==> config.mk <==
export PLATFORM = sky130hd
export DESIGN_NAME = return_stack
export DESIGN_NICKNAME = d
export VERILOG_FILES = /design/src/rtl/return_stack.sv
export SDC_FILE = /design/constraint.sdc
export NUM_CORES = 1
export LEC_CHECK = 0
export ABC_AREA = 1
export BUFFER_PORTS_ARGS = -buffer_cell sky130_fd_sc_hd__buf_4
export CORE_MARGIN = 3
export CORE_UTILIZATION = 43
export DETAILED_ROUTE_END_ITERATION = 16
export PLACE_DENSITY = 0.65
export SKIP_LAST_GASP = 1
export SLEW_MARGIN = 20
export SYNTH_ARGS = -nofsm -noshare
export SYNTH_HDL_FRONTEND = slang
export SYNTH_SLANG_ARGS = --single-unit
==> constraint.sdc <==
create_clock -name clk -period 3.3 [get_ports clk]
set_clock_uncertainty 0.2 [all_clocks]
set_input_delay 0.66 -clock clk [delete_from_list [all_inputs] [get_ports clk]]
set_output_delay 0.66 -clock clk [all_outputs]
set_load 0.005 [all_outputs]
==> src/rtl/return_stack.sv <==
// Return-address LIFO: register array plus stack pointer, with a registered
// top-of-stack copy so pop_data is valid in the same cycle as the pop strobe.
module return_stack #(
  parameter int WIDTH = 16,
  parameter int DEPTH = 8
) (
  input  logic                     clk,
  input  logic                     rst_n,
  input  logic                     pushEn,
  input  logic                     popEn,
  input  logic [WIDTH-1:0]         push_data,
  input  logic                     err_clr,
  output logic [WIDTH-1:0]         pop_data,
  output logic                     stackFull,
  output logic                     stackEmpty,
  output logic [$clog2(DEPTH):0]   count,
  output logic                     overflow,
  output logic                     underflow
);

  localparam int AW = $clog2(DEPTH);
  typedef logic [AW:0] cnt_t;
  localparam cnt_t FULL_CNT = cnt_t'(DEPTH);
  localparam cnt_t ONE_CNT  = cnt_t'(1);
  localparam cnt_t TWO_CNT  = cnt_t'(2);

  logic [WIDTH-1:0] mem [DEPTH];
  logic [WIDTH-1:0] tos;

  logic             is_full;
  logic             is_empty;
  logic             do_push;
  logic             do_pop;
  logic             do_repl;
  logic             ovf_evt;
  logic             udf_evt;
  logic             mem_we;
  cnt_t             cnt_m1;
  cnt_t             cnt_m2;
  logic [AW-1:0]    wr_idx;
  logic [AW-1:0]    below_idx;
  logic [WIDTH-1:0] below_val;
  logic [WIDTH-1:0] tos_after_pop;

  assign is_full    = (count == FULL_CNT);
  assign is_empty   = (count == '0);
  assign stackFull  = is_full;
  assign stackEmpty = is_empty;
  assign pop_data   = tos;

  // Request decode: replace wins over push/pop when there is a top entry;
  // a combined request on an empty stack degrades to push plus underflow.
  always_comb begin
    do_push = 1'b0;
    do_pop  = 1'b0;
    do_repl = 1'b0;
    ovf_evt = 1'b0;
    udf_evt = 1'b0;
    unique case ({pushEn, popEn})
      2'b10: begin
        if (is_full) ovf_evt = 1'b1;
        else         do_push = 1'b1;
      end
      2'b01: begin
        if (is_empty) udf_evt = 1'b1;
        else          do_pop  = 1'b1;
      end
      2'b11: begin
        if (is_empty) begin
          udf_evt = 1'b1;
          do_push = 1'b1;
        end else begin
          do_repl = 1'b1;
        end
      end
      default: ;
    endcase
  end

  assign cnt_m1    = count - ONE_CNT;
  assign cnt_m2    = count - TWO_CNT;
  assign wr_idx    = do_repl ? cnt_m1[AW-1:0] : count[AW-1:0];
  assign below_idx = cnt_m2[AW-1:0];
  assign below_val = mem[below_idx];

  // The entry beneath the current top becomes the new top on a pop.
  assign tos_after_pop = (count == ONE_CNT) ? '0 : below_val;

  assign mem_we = rst_n & (do_push | do_repl);

  always_ff @(posedge clk) begin
    if (mem_we) mem[wr_idx] <= push_data;
  end

  always_ff @(posedge clk or negedge rst_n) begin
    if (!rst_n) begin
      count     <= '0;
      tos       <= '0;
      overflow  <= 1'b0;
      underflow <= 1'b0;
    end else begin
      if (do_push) begin
        count <= count + ONE_CNT;
        tos   <= push_data;
      end else if (do_pop) begin
        count <= cnt_m1;
        tos   <= tos_after_pop;
      end else if (do_repl) begin
        tos   <= push_data;
      end
      overflow  <= ovf_evt | (overflow  & ~err_clr);
      underflow <= udf_evt | (underflow & ~err_clr);
    end
  end

endmodule

# Word-level counts from Yosys, hierarchy flattened
# Memory sizes are Yosys's and may differ from the RTL's.
# Index checks and enable logic that the tools add are counted.
# word_totals
register_bits,22
ramBits,128
in_bits,21
word_cells,42
mem_count,1
# op_classes
add_sub_neg,3
eq_ne,5
muxes,18
bitwise_logic,7
reduce_logical,4
# mem_list
name,words,width,rd,rd_clocked_by_memory_dff,write_ports,line,text
mem,8,16,1,0,1,27,logic [WIDTH-1:0] mem [DEPTH];
# ops
cell,n
$mux W16,4
$mux W1,10
$mux W4,2
$add A4 B1 Y4 const B,1
$eq A2 B2 Y1 const B,2
$eq A4 B1 Y1 const B,1
$eq A4 B4 Y1 const B,1
$logic_not A4 Y1,1
$sub A4 B1 Y4 const B,1
$and A1 B1 Y1,3
$mux W3,1
$or A1 B1 Y1,3
$reduce_bool A3 Y1,1
$sub A3 B2 Y3 const B,1
$eq A2 B1 Y1 const B,1
$pmux W1 S2,1
$reduce_bool A2 Y1,1
$reduce_or A2 Y1,1
$not A1 Y1,1

# Logic depth before layout (Yosys ltp)
# Gate-level depths: netlist of the first run.
# logic_depth
depth_word,7
depth_mapped,13
mapped_depth_nobuf,10

# Least setup slack after synthesis of the first run
# OpenSTA, ideal clock, no wires.
# synth_path
path_kind,register -> register
from,reg count[0]
to,"mem mem[5][0], enable pin"
setup_ps,388
t_arrival_ps,2408
setup_slack_ps,304
stages_incl_launch_ff,11
path_buffers,3
period_less_slack_ps,2996
path_cell_list,dfrtp_1 buf_2 inv_2 buf_4 buf_2 ha_1 nand2_4 nand2_2 o21ai_0 nand2_1 nor2_1
# synth_between
elab_chain_cells,7
elab_cells_between_ends,13
cone_classes,1 x add/sub; 1 x eq/ne; 8 x mux; 2 x bitwise; 1 x reduce/logical
# synth_lines
element,line,text
"start, declared",16,"output logic [$clog2(DEPTH):0] count,"
"start signal, assigned",103,count <= count + ONE_CNT;
"start signal, assigned",106,count <= cnt_m1;
$eq A4 B4 Y1 / $logic_not A4 Y1 (equally long branches),"45, 46",
"$mux W1, on equally long branches","61, 69",
$pmux W1 S2 / $mux W1 (equally long branches),59,"unique case ({pushEn, popEn})"
$or A1 B1 Y1,89,assign mem_we = rst_n & (do_push | do_repl);
$and A1 B1 Y1,89,
$mux W1,92,if (mem_we) mem[wr_idx] <= push_data;
$mux W1 (not written as such),92,
"end, declared",27,
# Parallel ways exist; a longest one is shown, timed or not.

# Final worst setup path of the first run
# layout_path
from,reg count[1]
to,"reg tos[8], in the netlist pop_data[8]"
# layout_between
elab_chain_cells,5
elab_cells_between_ends,15
cone_classes,1 x add/sub; 2 x eq/ne; 9 x mux; 2 x reduce/logical; 1 x memory
# layout_lines
element,line,text
$sub A3 B2 Y3 / $logic_not A4 Y1 (equally long branches),"81, 46",
$mem_v2 Z8 W16 / $mux W1 (equally long branches),--,
$mux W16 / $mux W1 (equally long branches),"87, 59",
$mux W16,105,end else if (do_pop) begin
$mux W16,102,if (do_push) begin
"end signal, assigned",104,tos <= push_data;
"end signal, assigned",107,tos <= tos_after_pop;
"end signal, assigned",109,tos <= push_data;
"end, declared",28,logic [WIDTH-1:0] tos;
# Parallel ways exist; a longest one is shown, timed or not.
# A chain may end at the register's enable or synchronous reset.

==> flow_summary.yaml, run 1 <==
grt:
  grt_pass1_wl_um: 25600
  grt_pass1_vias: 4673
  grt_usage: 0.190
  grt_max_degree: 72
  antenna_found_initial: 0
  overflow: 0
synthesis:
  synth.distinct_cells: 30
  ys_ff_latch: 150
  synth_compound_gate_area_share: 0.0231
  synthFlopType: "edfxtp_1"
  netlist.area_leader.share: 0.562
  syn_inst: 693
  synth_mux_area_frac: 0
  synthTopCellsByCount: "nand2_1 (207), edfxtp_1 (128), inv_1 (121)"
  yosysMostFrequentCell: "nand2_1"
  yosysSeqAreaShare: 0.643
  synth-async-reset-ratio: 0.147
  syn_nets: 720
  yosys_warnings: 0
  synth_area_leader_cell: "edfxtp_1"
  synth_edf_count: 128
  synth_area_um2: 6840
  synth_area_leaders: "edfxtp_1 (56%), nand2_1 (11%), dfrtp_1 (8.1%)"
  yosys.area_share.simple: 0.219
  synth_xor_area_frac: 0.00513
  avgSynthCellArea_um2: 9.86
  synthAdderAreaFrac: 0.0110
  synth_top_family_by_area: "simple AND/OR/NAND/NOR gates"
placed_design:
  place_hpwl_um: 10100
  pre_cts_slack_ns: 0.606
  gp_congestion: 0.845
  io_buffers: 44
drt:
  first_iter_violations: 408
  drc: 0
  avgViaCountPerCell: 5.00
  wl_per_cell_um: 16.6
  dr.pass1.iters: 5
  detailroute.via_count: 4822
  drt_wl_total_um: 16000
  detail-route-antenna-nets: 0
setup_path:
  critPathRequiredTime_ns: 3.45
  critPathMaxFanout: 37
  path_cells: "inv_2 > buf_4 > ha_1 > inv_1 > nand3_1 > nand3_1 > a21oi_2"
  cp.arrival_ns: 2.89
  critical-path-top-delay-family: "buffers and inverters"
  critPathKind: "reg2reg"
  crit_top_cell: "nand3_1"
  critPathMaxStageDelay_ns: 0.67
  slowest_stage: "ha_1"
  startpoint_type: "flip-flop"
  worst_setup_path_end_kind: "flip-flop"
  cp.buffers_inverters: 3
clock_tree:
  insertion_delay_ns: 0.42
  cts_tree: "built"
  h-tree-depth: 4
  path_clk_slew_ns: 0.06
  hold_buffers: 1
  cts.path.max_buffers: 2
  cts_sinks: 150
  post_cts_buffers: 0
  cts_buffers: 17
  post_cts_resized: 0
  ctsRootBufferMaster: "clkbuf_16"
cells_and_area:
  drive_above_1_share: 0.151
  num_antenna_cells: 0
  nNetsFinal: 768
  area_growth_pct: 17.5
job:
  drv_cap: 0
timing:
  finalHoldViolCount: 0
  max-slew-margin-rel: 0.482
  finalWorstSetupSlack_ns: 0.553
  worst_slew_pin_slew_ns: 0.777
  min_period_over_period: 0.832
  fin_setup_tns_ns: 0
  post-route-min-period_ns: 2.75
  drv_slew: 0
  rsz0062_at_grt: "no"
  finalSetupViolCount: 0
  max_clock_freq_mhz: 364
die:
  start_util: 0.445
  die_h_um: 132
  num_rows: 45
  core-area_um2: 15400
  dieWidth_um: 132
  floorplan.die_area_um2: 17400
  pin_count: 45
power:
  max-vdd-ir-drop_mv: 0.563
  power.density_nw_per_um2: 872
  power.leakage_nw: 3.62
min_path:
  hold_class: "in2reg"
status:
  status: "completed"
[logic make-up after synthesis]
group,after synthesis
AO/OA/AOI/OAI,25
buffers and inverters,159
flip-flops,150
adder cells (fa/ha/maj),6
AND/OR/NAND/NOR,349
XOR/XNOR,4
[cells in the final DEF (no fill, tap or decap), types with 2 or more instances in the layout]
cell type	instances
nor2_4	2
clkbuf_16	17
clkbuf_1	3
nand2_4	3
clkinv_2	2
xor2_1	2
nor2_1	29
o21ai_1	3
dfrtp_1	21
buf_4	60
a21oi_1	10
o21ai_0	2
nand2_1	207
bufinv_16	6
a21oi_2	7
nand3_1	99
inv_2	6
clkbuf_8	2
xnor2_1	2
nand2_2	5
ha_1	6
edfxtp_1	128
inv_1	121
[final cells by class]
type / count / area (µm²)
clock buffers: 22 / 464
clock inverters: 10 / 201
fillers: 1361 / 7340
inverters: 127 / 477
multi-input cells: 384 / 1770
flip-flops and latches: 150 / 4400
well taps: 211 / 264
repair buffers: 61 / 460
[layer usage]
layer  track usage  share of wire  vias to the layer above
met5             0              0                        -
li1              -              -                     2290
met1         0.271           0.46                     2343
met4        0.0671         0.0098                        0
met2         0.285           0.45                      177
met3        0.0462          0.072                       12
[registers in the layout, summed over array words and instances (netlist names)]
name       count
mem          128
pop_data      16
count          4
overflow       1
underflow      1
[path summary, 6_finish.rpt]
kind / slack (ns) / depth (start not counted) / startpoint / end
setup / recovery: 0.55 / 7 / count[1] / pop_data[8]
hold / removal: 0.23 / 2 / err_clr / overflow
setup reg to reg: 0.55 / 7 / count[1] / pop_data[8]
hold reg to reg: 0.31 / 2 / pop_data[12] / pop_data[12]
max in group asynchronous: 2.13 / 2 / rst_n / count[0]
min in group asynchronous: 0.49 / 2 / rst_n / overflow
[power by group]
part           switching [W]  internal (W)
logic                0.00157      0.000797
clock network       0.000718       0.00145
registers           0.000143       0.00232
total                0.00243       0.00457
[per-stage QoR]
step	hold slack (ns)	cell area (µm²)	cells	power (W)	util
2_1_floorplan	0.164	6840	693	0.00408	-
3_3_place_gp	0.308	7350	932	0.00480	0.478
3_5_place_dp	0.310	7350	932	0.00484	0.478
4_1_cts	0.211	8030	965	0.00702	0.522
5_1_grt	0.228	8030	965	0.00740	0.522
6_report	0.230	8030	965	0.00700	0.522
Power figures use the tool's default switching activity.
==> inputs of run 2 (changes only) <==
--- a/config.mk
+++ b/config.mk
@@ -10,7 +10,7 @@
 export CORE_MARGIN = 3
 export CORE_UTILIZATION = 43
 export DETAILED_ROUTE_END_ITERATION = 16
-export PLACE_DENSITY = 0.65
+export PLACE_DENSITY = 0.67
 export SKIP_LAST_GASP = 1
 export SLEW_MARGIN = 20
 export SYNTH_ARGS = -nofsm -noshare
==> constraint.sdc (replaced) <==
create_clock -name clk -period 2.3 [get_ports clk]
set_clock_uncertainty 0.2 [all_clocks]
set_input_delay 0.46 -clock clk [delete_from_list [all_inputs] [get_ports clk]]
set_output_delay 0.46 -clock clk [all_outputs]
set_load 0.005 [all_outputs]
==> run 2 against run 1 <==
Compared with the run above: count of clock-buffer cells in the layout is 3 lower; via count is 2.2% lower; combinational power is 57% higher; worst hold slack worse by 0.20 ns; flip-flop and latch count stayed put; global-route usage is 1.6 points lower; utilization is 1.2 points higher; largest cell class unchanged; largest power group is now combinational logic.
==> flow_summary.yaml, run 2 (synthesis gave the netlist of run 1 again) <==
status:
  status: "completed"
setup_path:
  worstRegToRegCells: 7
  reg2reg_from: "count[2]"
  slowest_stage: "dfrtp_1"
  regToRegSetupSlack_ns: 0.20
  cp.arrival_ns: 2.01
  worst_setup_path_end_kind: "flip-flop"
  cp-startpoint: "count[2]"
  critPathMaxFanout: 11
  timing.rr.end: "mem[6][9]"
  critPathMaxStageDelay_ns: 0.56
  cp.buffers_inverters: 2
  path_cells: "inv_2 > nand3_1 > nand2_2 > a21boi_4 > nand2_4 > nor2_4 > buf_4"
  critical-path-top-delay-family: "flip-flops"
  startpoint_type: "flip-flop"
  critPathRequiredTime_ns: 2.21
  critPathKind: "reg2reg"
placed_design:
  numPlacedInstances: 942
  place_hpwl_um: 9610
  gp_congestion: 0.823
  io_buffers: 44
die:
  pin_count: 45
  num_rows: 45
  start_util: 0.445
  floorplan.die_area_um2: 17400
  dieWidth_um: 132
  die_h_um: 132
  core-area_um2: 15400
timing:
  finalSetupViolCount: 0
  min_period_over_period: 0.911
  max_clock_freq_mhz: 477
  rsz0062_at_grt: "no"
  worst_slew_pin_slew_ns: 0.678
  drv_slew: 0
  hold-worst-slack_ns: 0.0349
  post-route-min-period_ns: 2.10
  finalHoldViolCount: 0
  max-slew-margin-rel: 0.548
clock_tree:
  cts_buffers: 17
  cts_sinks: 150
  cts.path.max_buffers: 2
  h-tree-depth: 4
  insertion_delay_ns: 0.42
  post_cts_buffers: 0
  hold_buffers: 1
  ctsRootBufferMaster: "clkbuf_16"
  cts_tree: "built"
  post_cts_resized: 0
  path_clk_slew_ns: 0.06
cells_and_area:
  final_cells: 975
  layout_commonest_cell: "nand2_1"
  fin_util: 0.535
  drive_above_1_share: 0.187
  layout_common_cells: "nand2_1 (202), edfxtp_1 (128), inv_1 (121)"
  num_antenna_cells: 0
  fill_cells: 1295
  largest_register_ff_count: 128
  nNetsFinal: 778
  area_growth_pct: 20.2
  top_register: "mem"
power:
  power.leakage_nw: 3.66
  power.density_nw_per_um2: 1200
  max-vdd-ir-drop_mv: 0.689
grt:
  grt_pass1_wl_um: 23800
  antenna_found_initial: 0
  grt_pass1_vias: 4607
  overflow: 0
  grt_usage: 0.174
  grt_max_degree: 65
drt:
  wl_per_cell_um: 15.4
  dr.pass1.iters: 5
  first_iter_violations: 526
  avgViaCountPerCell: 4.84
  drt_wl_total_um: 15000
  drc: 0
  detailroute.via_count: 4715
  detail-route-antenna-nets: 0
min_path:
  hold-path-endpoint: "overflow"
  hold_class: "in2reg"
  hold_start: "err_clr"
  min_path_cells: 2
job:
  drv_cap: 0
run 2: cell types whose count changed in the layout (fill, tap and decap cells not counted), sizes merged:
| cell | change |
|---|---|
| clkinvlp | +2 |
| clkbuf | -3 |
| bufinv | -4 |
| inv | +1 |
| clkinv | +4 |
| buf | +10 |
run 2: how the worst max path moves through the flow:
| stage | cells past startpoint | slack, ns | end |
|---|---|---|---|
| final | 7 | 0.20 | mem[6][9] |
| after global routing | 7 | 0.08 | mem[6][9] |
| after CTS | 7 | 0.19 | mem[6][7] |
| after detailed placement | 10 | 0.17 | mem[6][3] |
| after global placement | 10 | 0.21 | mem[6][6] |
| after floorplan | 10 | -0.07 | mem[3][0] |
run 2: where the power goes:
part / switching (W) / internal [W] / leakage, nW
Clock: 0.00106 / 0.00159 / 0.268
Sequential: 0.000179 / 0.00333 / 1.41
Combinational: 0.00233 / 0.00137 / 1.98
run 2: worst register-to-register path: stages (launching register included):
cell and delay [ns]:
dfrtp_1 0.56, inv_2 0.11, nand3_1 0.11, nand2_2 0.10
a21boi_4 0.24, nand2_4 0.13, nor2_4 0.11, buf_4 0.23
run 2: cell type report:
| type | instances | area [µm²] | area share |
|---|---|---|---|
| sequential | 150 | 4400 | 0.535 |
| clock inverter | 13 | 131 | 0.0160 |
| multi-input combinational | 384 | 1910 | 0.232 |
| inverter | 127 | 477 | 0.0580 |
| tap | 211 | 264 | 0.0321 |
| clock buffer | 19 | 433 | 0.0527 |
| timing repair buffer | 71 | 611 | 0.0743 |
run 2: layer usage:
metal / wire, µm / GRT usage / vias to the layer above
met5: 0 / 0 / -
met4: 267 / 0.0589 / 0
met3: 707 / 0.0389 / 23
met2: 7320 / 0.289 / 125
met1: 6700 / 0.228 / 2251
li1: - / - / 2316
run 2: stage by stage:
step	cell area, µm²	worst slack [ns]	power [W]	setup TNS (ns)
final	8220	0.204	0.00986	0
after global routing	8220	0.0819	0.0104	0
after CTS	8220	0.188	0.00993	0
after detailed placement	7640	0.174	0.00726	0
after global placement	7640	0.210	0.00715	0
after floorplan	7000	-0.0719	0.00608	-7.49
==> inputs of run 3 (changes only) <==
--- a/config.mk
+++ b/config.mk
@@ -11,6 +11,7 @@
 export CORE_UTILIZATION = 43
 export DETAILED_ROUTE_END_ITERATION = 16
 export PLACE_DENSITY = 0.67
+export REMOVE_ABC_BUFFERS = 1
 export SKIP_LAST_GASP = 1
 export SLEW_MARGIN = 20
 export SYNTH_ARGS = -nofsm -noshare
==> run 3 against run 2 <==
Compared with the run above: routed wire length decreased by 1.4%; sequential share of layout area increased by 0.43 points; non-clock buffer count rose by 6.
==> flow_summary.yaml, run 3 (synthesis gave the netlist of run 1 again) <==
status:
  status: "completed"
cells_and_area:
  fin_util: 0.530
  num_antenna_cells: 0
  layout_common_cells: "nand2_1 (206), edfxtp_1 (128), inv_1 (121)"
  nNetsFinal: 784
  drive_above_1_share: 0.186
  fill_cells: 1326
  layout_commonest_cell: "nand2_1"
  stdcell_area_um2: 8150
  area_growth_pct: 19.3
  top_register: "mem"
  largest_register_ff_count: 128
grt:
  grt_max_degree: 70
  antenna_found_initial: 0
  grt_usage: 0.175
  grt_pass1_vias: 4620
  grt_pass1_wl_um: 23800
  overflow: 0
timing:
  post-route-min-period_ns: 2.23
  worst_slew_pin_slew_ns: 0.666
  max-slew-margin-rel: 0.556
  max_clock_freq_mhz: 449
  finalSetupViolCount: 0
  min_period_over_period: 0.969
  finalWorstSetupSlack_ns: 0.0722
  rsz0062_at_grt: "yes"
  finalHoldViolCount: 0
  drv_slew: 0
power:
  p_sw_frac: 0.355
  intPower_w: 0.00634
  power.switching_w: 0.00349
  power_frac_clock: 0.284
  max-vdd-ir-drop_mv: 0.771
  power.leakage_nw: 3.68
  comb_power_share: 0.360
  power.density_nw_per_um2: 1210
  pwr-share-seq: 0.357
drt:
  detail-route-antenna-nets: 0
  wl_per_cell_um: 15.1
  dr.pass1.iters: 4
  avgViaCountPerCell: 4.80
  detailroute.via_count: 4708
  first_iter_violations: 383
  drc: 0
  drt_wl_total_um: 14800
placed_design:
  place_hpwl_um: 9290
  io_buffers: 44
  pre_cts_slack_ns: -0.0405
  gp_congestion: 0.813
  place_area_um2: 7460
clock_tree:
  cts_tree: "built"
  path_clk_slew_ns: 0.06
  cts_buffers: 17
  ctsRootBufferMaster: "clkbuf_16"
  cts_sinks: 150
  h-tree-depth: 4
  insertion_delay_ns: 0.42
  cts.path.max_buffers: 2
setup_path:
  startpoint_type: "flip-flop"
  cp-startpoint: "count[0]"
  regToRegSetupSlack_ns: 0.07
  reg2reg_from: "count[0]"
  critPathKind: "reg2reg"
  worst_setup_path_end_kind: "flip-flop"
  cp.arrival_ns: 2.15
  critPathMaxFanout: 7
  critPathRequiredTime_ns: 2.22
min_path:
  hold_class: "in2reg"
  hold_start: "err_clr"
die:
  core-area_um2: 15400
  floorplan.die_area_um2: 17400
  dieWidth_um: 132
  num_rows: 45
  pin_count: 45
  start_util: 0.445
  die_h_um: 132
job:
  drv_cap: 0
-- run 3: changes by cell type in the layout (fill, tap and decap cells not counted), moves of 3 or more --
cell / before / now
nor2_2: 1 / 7
nor2_4: 10 / 2
buf_6: 0 / 8
nand2_1: 202 / 206
buf_4: 64 / 67
buf_12: 6 / 1
-- run 3: critical path: stages (launching register included) --
cell     delay, ns
dfrtp_2       0.44
inv_2         0.08
ha_2          0.24
nand2_4       0.09
nand2_2       0.12
xor2_1        0.24
nand2_2       0.13
nor2_2        0.17
buf_4         0.21
-- run 3: timing repair --
action,CTS,global route
endpoints found under the setup margin,26,136
setup buffers,0,2
hold buffers,1,0
hold endpoints to repair,22,0
resized for setup,2,16
pin swaps,0,1
-- run 3: path summary, 6_finish.rpt --
kind / to / depth (start not counted)
max: mem[0][6] / 8
min: underflow / 2
max reg2reg: mem[0][6] / 8
min reg2reg: pop_data[11] / 2
max in group asynchronous: count[0] / 3
min in group asynchronous: count[2] / 3
-- run 3: layout make-up --
class,count,area [µm²],area share
clock inverter,15,178,0.0218
multi-input combinational,384,1790,0.220
sequential,150,4400,0.539
clock buffer,17,425,0.0522
inverter,127,477,0.0585
timing repair buffer,77,623,0.0764
tap,211,264,0.0324
-- run 3: routing by layer --
layer | global-route usage | vias to the layer above | part of all wire
met5 | 0 | - | 0
met4 | 0.0648 | 0 | 0.019
met3 | 0.0397 | 27 | 0.051
met2 | 0.286 | 134 | 0.48
met1 | 0.231 | 2215 | 0.45
li1 | - | 2332 | -
-- run 3: through the flow --
step / hold slack (ns) / cells / total power [W] / TNS (ns)
floorplan: -0.0356 / 661 / 0.00562 / -307.93
global placement: 0.305 / 946 / 0.00695 / 0
detailed placement: 0.312 / 946 / 0.00702 / -0.454
CTS: 0.0262 / 979 / 0.00983 / 0
global route: 0.0443 / 981 / 0.0105 / -4.11
finish: 0.0385 / 981 / 0.00983 / 0
-- run 3: power by group through the flow --
stage                     registers [W]  logic, W  clock network, W
after detailed placement        0.00356   0.00346                 0
after CTS                       0.00351   0.00348           0.00283
after floorplan                 0.00374   0.00189                 0
final                           0.00351   0.00354           0.00279
after global placement          0.00355   0.00340                 0
after global routing            0.00355   0.00395           0.00297
